--- src/rtl/shifter_w_parallel_load_pkg.sv ---
// Shared definitions for the universal shift register: mode encodings,
// the default register width and the per-bit next-value selection.
package shifter_w_parallel_load_pkg;

    localparam int DEFAULT_BUSWIDTH = 8;

    typedef enum logic [1:0] {
        MODE_HOLD = 2'b00,
        MODE_SHR  = 2'b01,
        MODE_SHL  = 2'b10,
        MODE_LOAD = 2'b11
    } mode_e;

    // Pick the next value of one register bit from its four candidate sources.
    // Anything that is not a recognised mode (e.g. X in simulation) holds.
    function automatic logic select_next_bit(
        input logic [1:0] mode,
        input logic       hold_bit,
        input logic       shr_bit,
        input logic       shl_bit,
        input logic       load_bit
    );
        logic next_bit;
        next_bit = hold_bit;
        case (mode)
            MODE_HOLD: next_bit = hold_bit;
            MODE_SHR:  next_bit = shr_bit;
            MODE_SHL:  next_bit = shl_bit;
            MODE_LOAD: next_bit = load_bit;
            default:   next_bit = hold_bit;
        endcase
        return next_bit;
    endfunction

endpackage

--- src/rtl/shifter_w_parallel_load_shift_mux_cell.sv ---
// One bit of the shift register: a 4:1 source mux in front of a flip-flop
// with synchronous, active-high reset.
module shift_mux_cell
    import shifter_w_parallel_load_pkg::*;
(
    input  logic       clk,
    input  logic       rst,
    input  logic [1:0] mode,
    input  logic       hold_bit,
    input  logic       shr_bit,
    input  logic       shl_bit,
    input  logic       load_bit,
    output logic       q
);

    logic d;

    // Select the next bit value according to the shift/load mode.
    always_comb begin
        d = select_next_bit(mode, hold_bit, shr_bit, shl_bit, load_bit);
    end

    // Register the selected bit; reset wins over every mode.
    always_ff @(posedge clk) begin
        if (rst) begin
            q <= 1'b0;
        end else begin
            q <= d;
        end
    end

endmodule

--- src/rtl/shifter_w_parallel_load.sv ---
// Universal shift register with parallel load. Each rising edge holds,
// shifts right (data_L fills the MSB), shifts left (data_R fills the LSB)
// or loads data_i. Shifted-out bits are dropped; there is no rotate.
// BUSWIDTH must be at least 2 so both end cells have a neighbour.
module shifter_w_parallel_load
    import shifter_w_parallel_load_pkg::*;
#(
    parameter int BUSWIDTH = DEFAULT_BUSWIDTH
) (
    input  logic                Clk,
    input  logic                Rst,
    input  logic [BUSWIDTH-1:0] data_i,
    input  logic                data_L,
    input  logic                data_R,
    input  logic [1:0]          S_i,
    output logic [BUSWIDTH-1:0] Y_o
);

    logic [BUSWIDTH-1:0] q;

    // One mux/flop cell per bit; the end cells take their serial fill from
    // the external data_L/data_R pins instead of a neighbouring bit.
    genvar i;
    generate
        for (i = 0; i < BUSWIDTH; i++) begin : g_bit
            logic shr_src;
            logic shl_src;

            if (i == BUSWIDTH - 1) begin : g_msb
                assign shr_src = data_L;
            end else begin : g_mid_r
                assign shr_src = q[i+1];
            end

            if (i == 0) begin : g_lsb
                assign shl_src = data_R;
            end else begin : g_mid_l
                assign shl_src = q[i-1];
            end

            shift_mux_cell u_cell (
                .clk      (Clk),
                .rst      (Rst),
                .mode     (S_i),
                .hold_bit (q[i]),
                .shr_bit  (shr_src),
                .shl_bit  (shl_src),
                .load_bit (data_i[i]),
                .q        (q[i])
            );
        end
    endgenerate

    // Output is the register contents directly, no combinational path from inputs.
    always_comb begin
        Y_o = q;
    end

endmodule

--- config.mk ---
export PLATFORM = sky130hd
export DESIGN_NAME = shifter_w_parallel_load
export DESIGN_NICKNAME = d
export VERILOG_FILES = /design/src/rtl/shifter_w_parallel_load_pkg.sv /design/src/rtl/shifter_w_parallel_load_shift_mux_cell.sv /design/src/rtl/shifter_w_parallel_load.sv
export SDC_FILE = /design/constraint.sdc
export NUM_CORES = 1
export LEC_CHECK = 0
export BUFFER_PORTS_ARGS = -buffer_cell sky130_fd_sc_hd__buf_2
export CAP_MARGIN = 10
export CORE_AREA = 4 4 41 43
export DETAILED_ROUTE_END_ITERATION = 12
export DIE_AREA = 0 0 45 47
export GPL_TIMING_DRIVEN = 0
export PLACE_DENSITY = 0.65
export SETUP_SLACK_MARGIN = 0.1
export SLEW_MARGIN = 10
export SYNTH_ARGS = -nofsm -noshare
export SYNTH_HDL_FRONTEND = slang
export SYNTH_SLANG_ARGS = --single-unit
--- constraint.sdc ---
create_clock -name Clk -period 1.2 [get_ports Clk]
set_clock_uncertainty 0.2 [all_clocks]
set_input_delay 0.24 -clock Clk [delete_from_list [all_inputs] [get_ports Clk]]
set_output_delay 0.24 -clock Clk [all_outputs]
set_load 0.02 [all_outputs]
==> impl_metrics.ini, run 1 <==
[clocking]
ctsHtreeMaxLevel = 1
cts_root_buf = clkbuf_4
cts_hold_buffers = 0
numClockSinks = 8
clk_pin_slew_ns = 0.06
cts_buffers = 3
cts_buffer_depth = 2
clk_latency_ns = 0.26
cts_tree = done

[worst_setup_path]
required_ns = 0.76
path_cells = buf_6 -> buf_6
r2r_end = g_bit[6].u_cell.q$_SDFFE_PP0P_
crit_family = flip-flops
cpMostUsedCell = buf_6
slowest_delay_ns = 0.33
critPathLaunch = g_bit[1].u_cell.q$_SDFFE_PP0P_
r2r_start = g_bit[7].u_cell.q$_SDFFE_PP0P_
cp.depth = 2
crit_path_end = Y_o[1]
r2r_cells = 3
r2r_slack_ns = 0.17
crit_path_start_kind = flop
cpMaxStageDelayCell = dfxtp_2
crit_type = flop to output port
path_buf_inv = 2
cp-end-kind = output port
critPathMaxFanout = 2
worstPathArrival_ns = 0.82

[timing]
period_share = 1.05
fmax_ghz = 0.791
final.setup.worst_slack_ns = -0.0638
period_needed_ns = 1.26
fin_tns_setup_ns = -0.324
worst_slew_margin_rel = 0.765
maxSlewViolCount = 0
setup_violations = 7
rsz0062_at_grt = true
hold_viol = 0
worst_slew_pin_slew_ns = 0.353

[layout]
largest_reg_flops = 8
fin_util = 0.580
final_cell_area_um2 = 754
drive_gt1_frac = 0.627
largestRegisters = g_bit.u_cell.q: 8 flops
n_fill_cell = 134
fin_nets = 91
area_growth_pct = 56.6
top_register = g_bit.u_cell.q
diodes = 0
instances_no_fill = 90

[synthesis]
yosysMostFrequentCell = mux2i_1
ys_ff_latch = 8
synthTopCellsByCount = 16 x mux2i_1, 8 x buf_4, 8 x dfxtp_1, 8 x o22ai_1
avgSynthCellArea_um2 = 10.5
synth_edf_count = 0
netlist_area_um2 = 482
async_reset_ff_frac = 0
yosysSeqAreaShare = 0.332
netlist.top_cell.by_area = dfxtp_1
synth_ff_type = dfxtp_1
yosysTopAreaCellShare = 0.332
synth_nets = 60
synth_cell_types = 10
yosysWarnings = 0
synthCells = 46
synth_area_leaders = dfxtp_1 33%, mux2i_1 33%, buf_4 12%

[power_and_ir_drop]
power_mw = 0.718
power_frac_comb = 0.290
swShare = 0.268
irDropWorstVdd_mv = 0.643
p_clk_frac = 0.297
switchingPower_mw = 0.193
power_frac_seq = 0.414
internal_power_mw = 0.526
power_density_nw_per_um2 = 952
p_leak_nw = 0.377

[grt]
grt_max_degree = 11
grt_usage = 0.127
grt_pass1_vias = 447
overflow = 0
grt_pass1_wl_mm = 1.86
global_route.usage.met1 = 0.146
grt_util_met2 = 0.201
grtUsageMet3 = 0.0498
top_usage_layer = met2
antenna_found_initial = 0

[detailed_routing]
drt-initial-drc-count = 1
vias_per_cell = 4.78
ant_nets = 0
dr.pass1.iters = 2
drc_errors = 0
routed_wl_mm = 1.05
routedWlPerCell_um = 11.6
vias = 430

[die]
die_area_um2 = 2120
die_w_um = 45
start_util = 0.370
die_y_um = 47
core_um2 = 1300
io_pins = 22
rows = 13

[placed_design]
dp.cells = 81
port_buffers = 20
place.gp.congestion = 0.683
post-dp-hpwl_um = 699
placedInstanceArea_um2 = 601

[job]
drv_cap = 0

[status]
status = finished with violations
failed_checks = setup timing

[min_path]
min-delay-path-class = primary input to flop
min_from = data_i[3]
## routing by layer
metal  up-vias  wire [um]
met5         -          0
met4         0         20
met3         3         83
met2        15        506
met1       196        436
li1        216          -
## metrics by stage
| step | worst slack, ns | hold WS [ns] |
|---|---|---|
| detailed placement | -0.0289 | 0.339 |
| global placement | -0.0186 | 0.322 |
| CTS | -0.0577 | 0.0623 |
| global route | -0.0838 | 0.0765 |
| finish | -0.0638 | 0.0592 |
| floorplan | 0.126 | 0.229 |
## cells in the final DEF (no fill, tap or decap)
master | Yosys | routed
o22ai_1 | 8 | 8
buf_12 | 1 | 1
dfxtp_2 | 0 | 8
clkbuf_1 | 1 | 1
or2_1 | 1 | 1
mux2i_1 | 16 | 16
clkbuf_4 | 0 | 3
nand2b_1 | 1 | 1
buf_4 | 8 | 7
buf_1 | 1 | 1
buf_6 | 1 | 16
buf_2 | 0 | 12
## how the worst min path moves through the flow
stage                                          end  slack [ns]  cells past startpoint
floorplan           g_bit[0].u_cell.q$_SDFFE_PP0P_        0.23                      2
global placement    g_bit[0].u_cell.q$_SDFFE_PP0P_        0.32                      3
detailed placement  g_bit[3].u_cell.q$_SDFFE_PP0P_        0.34                      3
CTS                 g_bit[0].u_cell.q$_SDFFE_PP0P_        0.06                      3
global route        g_bit[3].u_cell.q$_SDFFE_PP0P_        0.08                      3
finish              g_bit[3].u_cell.q$_SDFFE_PP0P_        0.06                      3
## cell families (layout without fill, tap and decap cells)
| group | Yosys count | after routing | share of synthesized area |
|---|---|---|---|
| simple gates | 2 | 2 | 0.0260 |
| buf+inv | 12 | 41 | 0.205 |
| mux | 16 | 16 | 0.332 |
| compound gates | 8 | 8 | 0.104 |
| flops | 8 | 8 | 0.332 |
## tightest hold or removal path, cell delays in order
cell	delay (ns)
buf_2	0.07
mux2i_1	0.06
o22ai_1	0.11
## power by group through the flow
stage	logic (mW)	clock network (mW)	registers, mW
floorplan	0.114	0	0.298
global placement	0.154	0	0.302
detailed placement	0.156	0	0.302
CTS	0.209	0.216	0.297
global route	0.226	0.236	0.299
finish	0.208	0.213	0.297
## area by class of cell
| cell class | instances | area [um^2] | share of cell area |
|---|---|---|---|
| buffer | 11 | 118 | 0.156 |
| multi-input combinational | 26 | 223 | 0.295 |
| timing repair buffer | 27 | 203 | 0.269 |
| tap | 15 | 18.8 | 0.0249 |
| sequential | 8 | 170 | 0.226 |
| clock buffer | 3 | 22.5 | 0.0299 |
## what timing repair did
item,CTS,global route
resized for setup,31,0
buffers inserted,7,0
setup endpoints to repair,8,8
No activity file was read; power rests on OpenSTA's default activity.
==> run 2, diff against run 1 <==
--- a/config.mk
+++ b/config.mk
@@ -11,9 +11,10 @@
 export DETAILED_ROUTE_END_ITERATION = 12
 export DIE_AREA = 0 0 45 47
 export GPL_TIMING_DRIVEN = 0
-export PLACE_DENSITY = 0.65
+export PLACE_DENSITY = 0.68
 export SETUP_SLACK_MARGIN = 0.1
 export SLEW_MARGIN = 10
 export SYNTH_ARGS = -nofsm -noshare
 export SYNTH_HDL_FRONTEND = slang
+export SYNTH_HIERARCHICAL = 1
 export SYNTH_SLANG_ARGS = --single-unit
==> run 2 against run 1 <==
Against the previous run: the flow still finishes with violations (setup timing); sequential cell count did not move; power fell by 0.63%; sequential share of layout area rose by 0.15 points; area after synthesis rose by 6.0%; clock power fell by 7%; synthesized cell count fell by 30%; via count fell by 22%; critical path depth did not move; non-clock buffer count fell by 9; clock-buffer cell count did not move; wire length fell by 12%; hold slack improved by 0.13 ns; largest power group unchanged; highest routed layer is now met3.
==> impl_metrics.ini, run 2 <==
[detailed_routing]
ant_nets = 0
drt-initial-drc-count = 3
drc_errors = 0
vias_per_cell = 4.70
dr.pass1.iters = 2
vias = 334
routed_wl_um = 924
routedWlPerCell_um = 13.0

[power_and_ir_drop]
irDropWorstVdd_mv = 0.442
internal_power_mw = 0.541
swShare = 0.241
power_frac_comb = 0.296
power_density_nw_per_um2 = 952
p_clk_frac = 0.279
switchingPower_mw = 0.172
p_leak_nw = 0.323
power_frac_seq = 0.425

[synthesis]
synth_nets = 46
async_reset_ff_frac = 0
yosysTopAreaCellShare = 0.353
synthTopCellsByCount = 8 x buf_4, 8 x dfxtp_1, 8 x mux4_2, 8 x nor2b_4
synth_edf_count = 0
avgSynthCellArea_um2 = 16.0
synth_cell_types = 4
synth_area_leaders = mux4_2 35%, dfxtp_1 31%, nor2b_4 22%
netlist_area_um2 = 510
yosysSeqAreaShare = 0.314
synth_ff_type = dfxtp_1
yosysWarnings = 6
ys_ff_latch = 8
netlist.top_cell.by_area = mux4_2
synthCells = 32

[status]
status = finished with violations
failed_checks = setup timing

[worst_setup_path]
r2r_slack_ns = -0.05
required_ns = 0.76
r2r_cells = 2
worstPathArrival_ns = 0.81
critPathMaxFanout = 4
crit_type = flop to output port
cp-end-kind = output port
crit_path_start_kind = flop

[min_path]
min_path_cells = 2
min-delay-path-class = primary input to flop

[layout]
largestRegisters = g_bit.u_cell/q: 8 flops
top_register = g_bit.u_cell/q
fin_nets = 72
instances_no_fill = 71
final_cell_mix = 16 x buf_6, 12 x buf_2, 8 x mux4_2, 8 x nor2b_4, 8 x dfxtp_2
diodes = 0
final_common_cell = buf_6
drive_gt1_frac = 1.00
area_growth_pct = 46.8
largest_reg_flops = 8

[timing]
fin_tns_setup_ns = -0.651
final.setup.worst_slack_ns = -0.0507
period_share = 1.04
setup_violations = 16
period_needed_ns = 1.25
fmax_ghz = 0.800
worst_slew_pin_slew_ns = 0.400
worst_slew_margin_rel = 0.733
hold_viol = 0
rsz0062_at_grt = true
maxSlewViolCount = 0

[clocking]
cts_buffer_depth = 2
ctsHtreeMaxLevel = 1
cts_buffers = 3
clk_latency_ns = 0.24
post-cts-setup-buffers = 0
cts_root_buf = clkbuf_4
clk_pin_slew_ns = 0.05
cts_tree = done
numClockSinks = 8

[placed_design]
port_buffers = 21
dp.cells = 68
post-dp-hpwl_um = 707
place.gp.congestion = 0.581

[grt]
grt_usage = 0.103
overflow = 0
antenna_found_initial = 0
grt_max_degree = 9
grt_pass1_wl_mm = 1.48
grt_pass1_vias = 378

[die]
die_area_um2 = 2120
die_w_um = 45
die_y_um = 47
io_pins = 22
core_um2 = 1300
start_util = 0.392
rows = 13

[job]
drv_cap = 0
[run 2: cell types whose count changed after synthesis, moves of 8 or more]
cell / before / now
nor2b_4: 0 / 8
mux2i_1: 16 / 0
o22ai_1: 8 / 0
mux4_2: 0 / 8
[run 2: worst max-delay path, cell delays in order, from the launching register on]
cell	delay, ns
dfxtp_2	0.34
buf_6	0.11
buf_6	0.12
[run 2: logic make-up after synthesis]
logic type             count (synthesis)  share of synthesized area
buffers and inverters                  8                      0.118
AND/OR/NAND/NOR                        8                      0.216
flip-flops                             8                      0.314
multiplexers                           8                      0.353
[run 2: path summary, 6_finish.rpt]
path | endpoint | startpoint
setup / recovery | Y_o[1] | g_bit[1].u_cell/q$_SDFF_PP0_
hold / removal | g_bit[0].u_cell/q$_SDFF_PP0_ | Rst
setup reg to reg | g_bit[7].u_cell/q$_SDFF_PP0_ | g_bit[6].u_cell/q$_SDFF_PP0_
hold reg to reg | g_bit[0].u_cell/q$_SDFF_PP0_ | g_bit[0].u_cell/q$_SDFF_PP0_
[run 2: through the flow]
step | utilization | hold slack (ns) | instance area [um^2] | total power [mW] | setup WS (ns)
6_report | 0.576 | 0.189 | 749 | 0.714 | -0.0507
5_1_grt | 0.576 | 0.193 | 749 | 0.747 | -0.0839
4_1_cts | 0.576 | 0.184 | 749 | 0.729 | -0.0661
3_5_place_dp | 0.488 | 0.447 | 636 | 0.482 | -0.309
3_3_place_gp | 0.488 | 0.444 | 636 | 0.480 | -0.297
2_1_floorplan | - | 0.0969 | 512 | 0.419 | 0.0213
[run 2: layer usage]
metal | wire length [um] | track usage
met5 | 0 | 0
met4 | 0 | 0.0702
met3 | 77 | 0.0230
met2 | 496 | 0.172
met1 | 350 | 0.116
[run 2: repair_timing]
item / in CTS / in global routing
endpoints found under the setup margin: 16 / 16
pin swaps: 0 / 0
endpoints found under the hold margin: 0 / 0
resized for setup: 32 / 0
hold buffers: 0 / 0
[run 2: area by class of cell]
class | instances | area, um^2
Tap cell | 15 | 18.8
Buffer | 8 | 90.1
Clock buffer | 3 | 22.5
Fill cell | 116 | 552
Multi-Input combinational cell | 16 | 290
Timing Repair Buffer | 21 | 158
Sequential cell | 8 | 170
[run 2: power groups by stage]
stage | clock [mW] | sequential (mW) | combinational [mW]
after global placement | 0 | 0.302 | 0.177
after detailed placement | 0 | 0.303 | 0.180
after CTS | 0.211 | 0.304 | 0.214
final | 0.199 | 0.303 | 0.211
after floorplan | 0 | 0.298 | 0.121
after global routing | 0.217 | 0.306 | 0.224
==> run 3, diff against run 2 <==
==> constraint.sdc (replaced) <==
create_clock -name Clk -period 1.43 [get_ports Clk]
set_clock_uncertainty 0.2 [all_clocks]
set_input_delay 0.286 -clock Clk [delete_from_list [all_inputs] [get_ports Clk]]
set_output_delay 0.286 -clock Clk [all_outputs]
set_load 0.02 [all_outputs]
==> run 3 against run 2 <==
Against the previous run: sequential cell count stayed put; die area stayed put; largest cell class unchanged; global-route usage is 0.16 points lower; critical endpoint is now Y_o[2]; the flow now finishes without violations; hold slack better by 0.049 ns; critical path type unchanged.
==> impl_metrics.ini, run 3 (synthesis results as in run 2) <==
[detailed_routing]
drc_errors = 0
vias_per_cell = 4.80
drt-initial-drc-count = 2
met3_length_um = 76
top_layer = met3
ant_nets = 0
routedWlPerCell_um = 13.0
m1WireLength_um = 353
routed_wl_um = 920
dr.pass1.iters = 2
vias = 341
wl_met2_um = 490

[worst_setup_path]
r2r_slack_ns = 0.19
cp-end-kind = output port
worstPathArrival_ns = 0.82
crit_path_start_kind = flop
crit_type = flop to output port
critPathMaxFanout = 4
required_ns = 0.94

[status]
status = finished, final reports clean

[grt]
overflow = 0
grt_pass1_wl_mm = 1.44
grt_pass1_vias = 345
antenna_found_initial = 0
grt_usage = 0.101
grt_max_degree = 9

[power_and_ir_drop]
irDropWorstVdd_mv = 0.489
power_mw = 0.595
power_density_nw_per_um2 = 806
p_leak_nw = 0.320

[timing]
final.setup.worst_slack_ns = 0.120
fmax_ghz = 0.763
period_share = 0.916
setup_violations = 0
hold_viol = 0
fin_tns_setup_ns = 0
worst_slew_margin_rel = 0.728
hold_ws_ns = 0.239
period_needed_ns = 1.31
worst_slew_pin_slew_ns = 0.408
maxSlewViolCount = 0
rsz0062_at_grt = false

[die]
die_area_um2 = 2120
die_w_um = 45
io_pins = 22
rows = 13
core_um2 = 1300
die_y_um = 47
start_util = 0.392

[layout]
largest_reg_flops = 8
area_growth_pct = 44.6
final_cell_area_um2 = 738
fin_util = 0.567
largestRegisters = g_bit.u_cell/q: 8 flops
drive_gt1_frac = 1.00
instances_no_fill = 71
fin_nets = 72
final_cell_mix = 13 x buf_6, 12 x buf_2, 8 x mux4_2, 8 x nor2b_4, 8 x dfxtp_2
final_common_cell = buf_6
top_register = g_bit.u_cell/q
diodes = 0

[placed_design]
post-dp-hpwl_um = 700
port_buffers = 21
dp.cells = 68
placedInstanceArea_um2 = 634
place.gp.congestion = 0.593
pre_cts_slack_ns = -0.127

[clocking]
ctsHtreeMaxLevel = 1
cts_hold_buffers = 0
cts_root_buf = clkbuf_4
numClockSinks = 8
clk_latency_ns = 0.25
cts_buffer_depth = 2
post-cts-setup-buffers = 0
clk_pin_slew_ns = 0.05
cts_buffers = 3
cts_tree = done

[job]
drv_cap = 0

[min_path]
min-delay-path-class = primary input to flop
## run 3: per-layer routing
metal,GRT usage,up-vias
met5,0,-
met1,0.128,164
met4,0.0702,0
met2,0.150,15
met3,0.0268,0
li1,-,162
## run 3: path summary, 6_finish.rpt
check                               start                           end  cells past startpoint
max          g_bit[2].u_cell/q$_SDFF_PP0_                        Y_o[2]                      2
min                                   Rst  g_bit[0].u_cell/q$_SDFF_PP0_                      2
max reg2reg  g_bit[4].u_cell/q$_SDFF_PP0_  g_bit[4].u_cell/q$_SDFF_PP0_                      2
min reg2reg  g_bit[7].u_cell/q$_SDFF_PP0_  g_bit[7].u_cell/q$_SDFF_PP0_                      2
## run 3: report_power, final
| part | internal (mW) | switching (mW) |
|---|---|---|
| combinational | 0.115 | 0.0585 |
| sequential | 0.240 | 0.0135 |
| clock | 0.0957 | 0.0715 |
| total | 0.451 | 0.143 |
## run 3: final cells by class
| cell class | count | area, um^2 |
|---|---|---|
| Fill cell | 122 | 563 |
| Clock buffer | 3 | 22.5 |
| Tap cell | 15 | 18.8 |
| Multi-Input combinational cell | 16 | 290 |
| Buffer | 8 | 78.8 |
| Timing Repair Buffer | 21 | 158 |
| Sequential cell | 8 | 170 |
## run 3: repair_timing
| item | CTS | global route |
|---|---|---|
| pin swaps | 0 | 0 |
| resized for setup | 24 | 6 |
| setup endpoints to repair | 8 | 9 |
## run 3: critical path, cell delays in order, from the launching register on
cell and delay, ns:
dfxtp_2 0.33, buf_4 0.13, buf_6 0.12
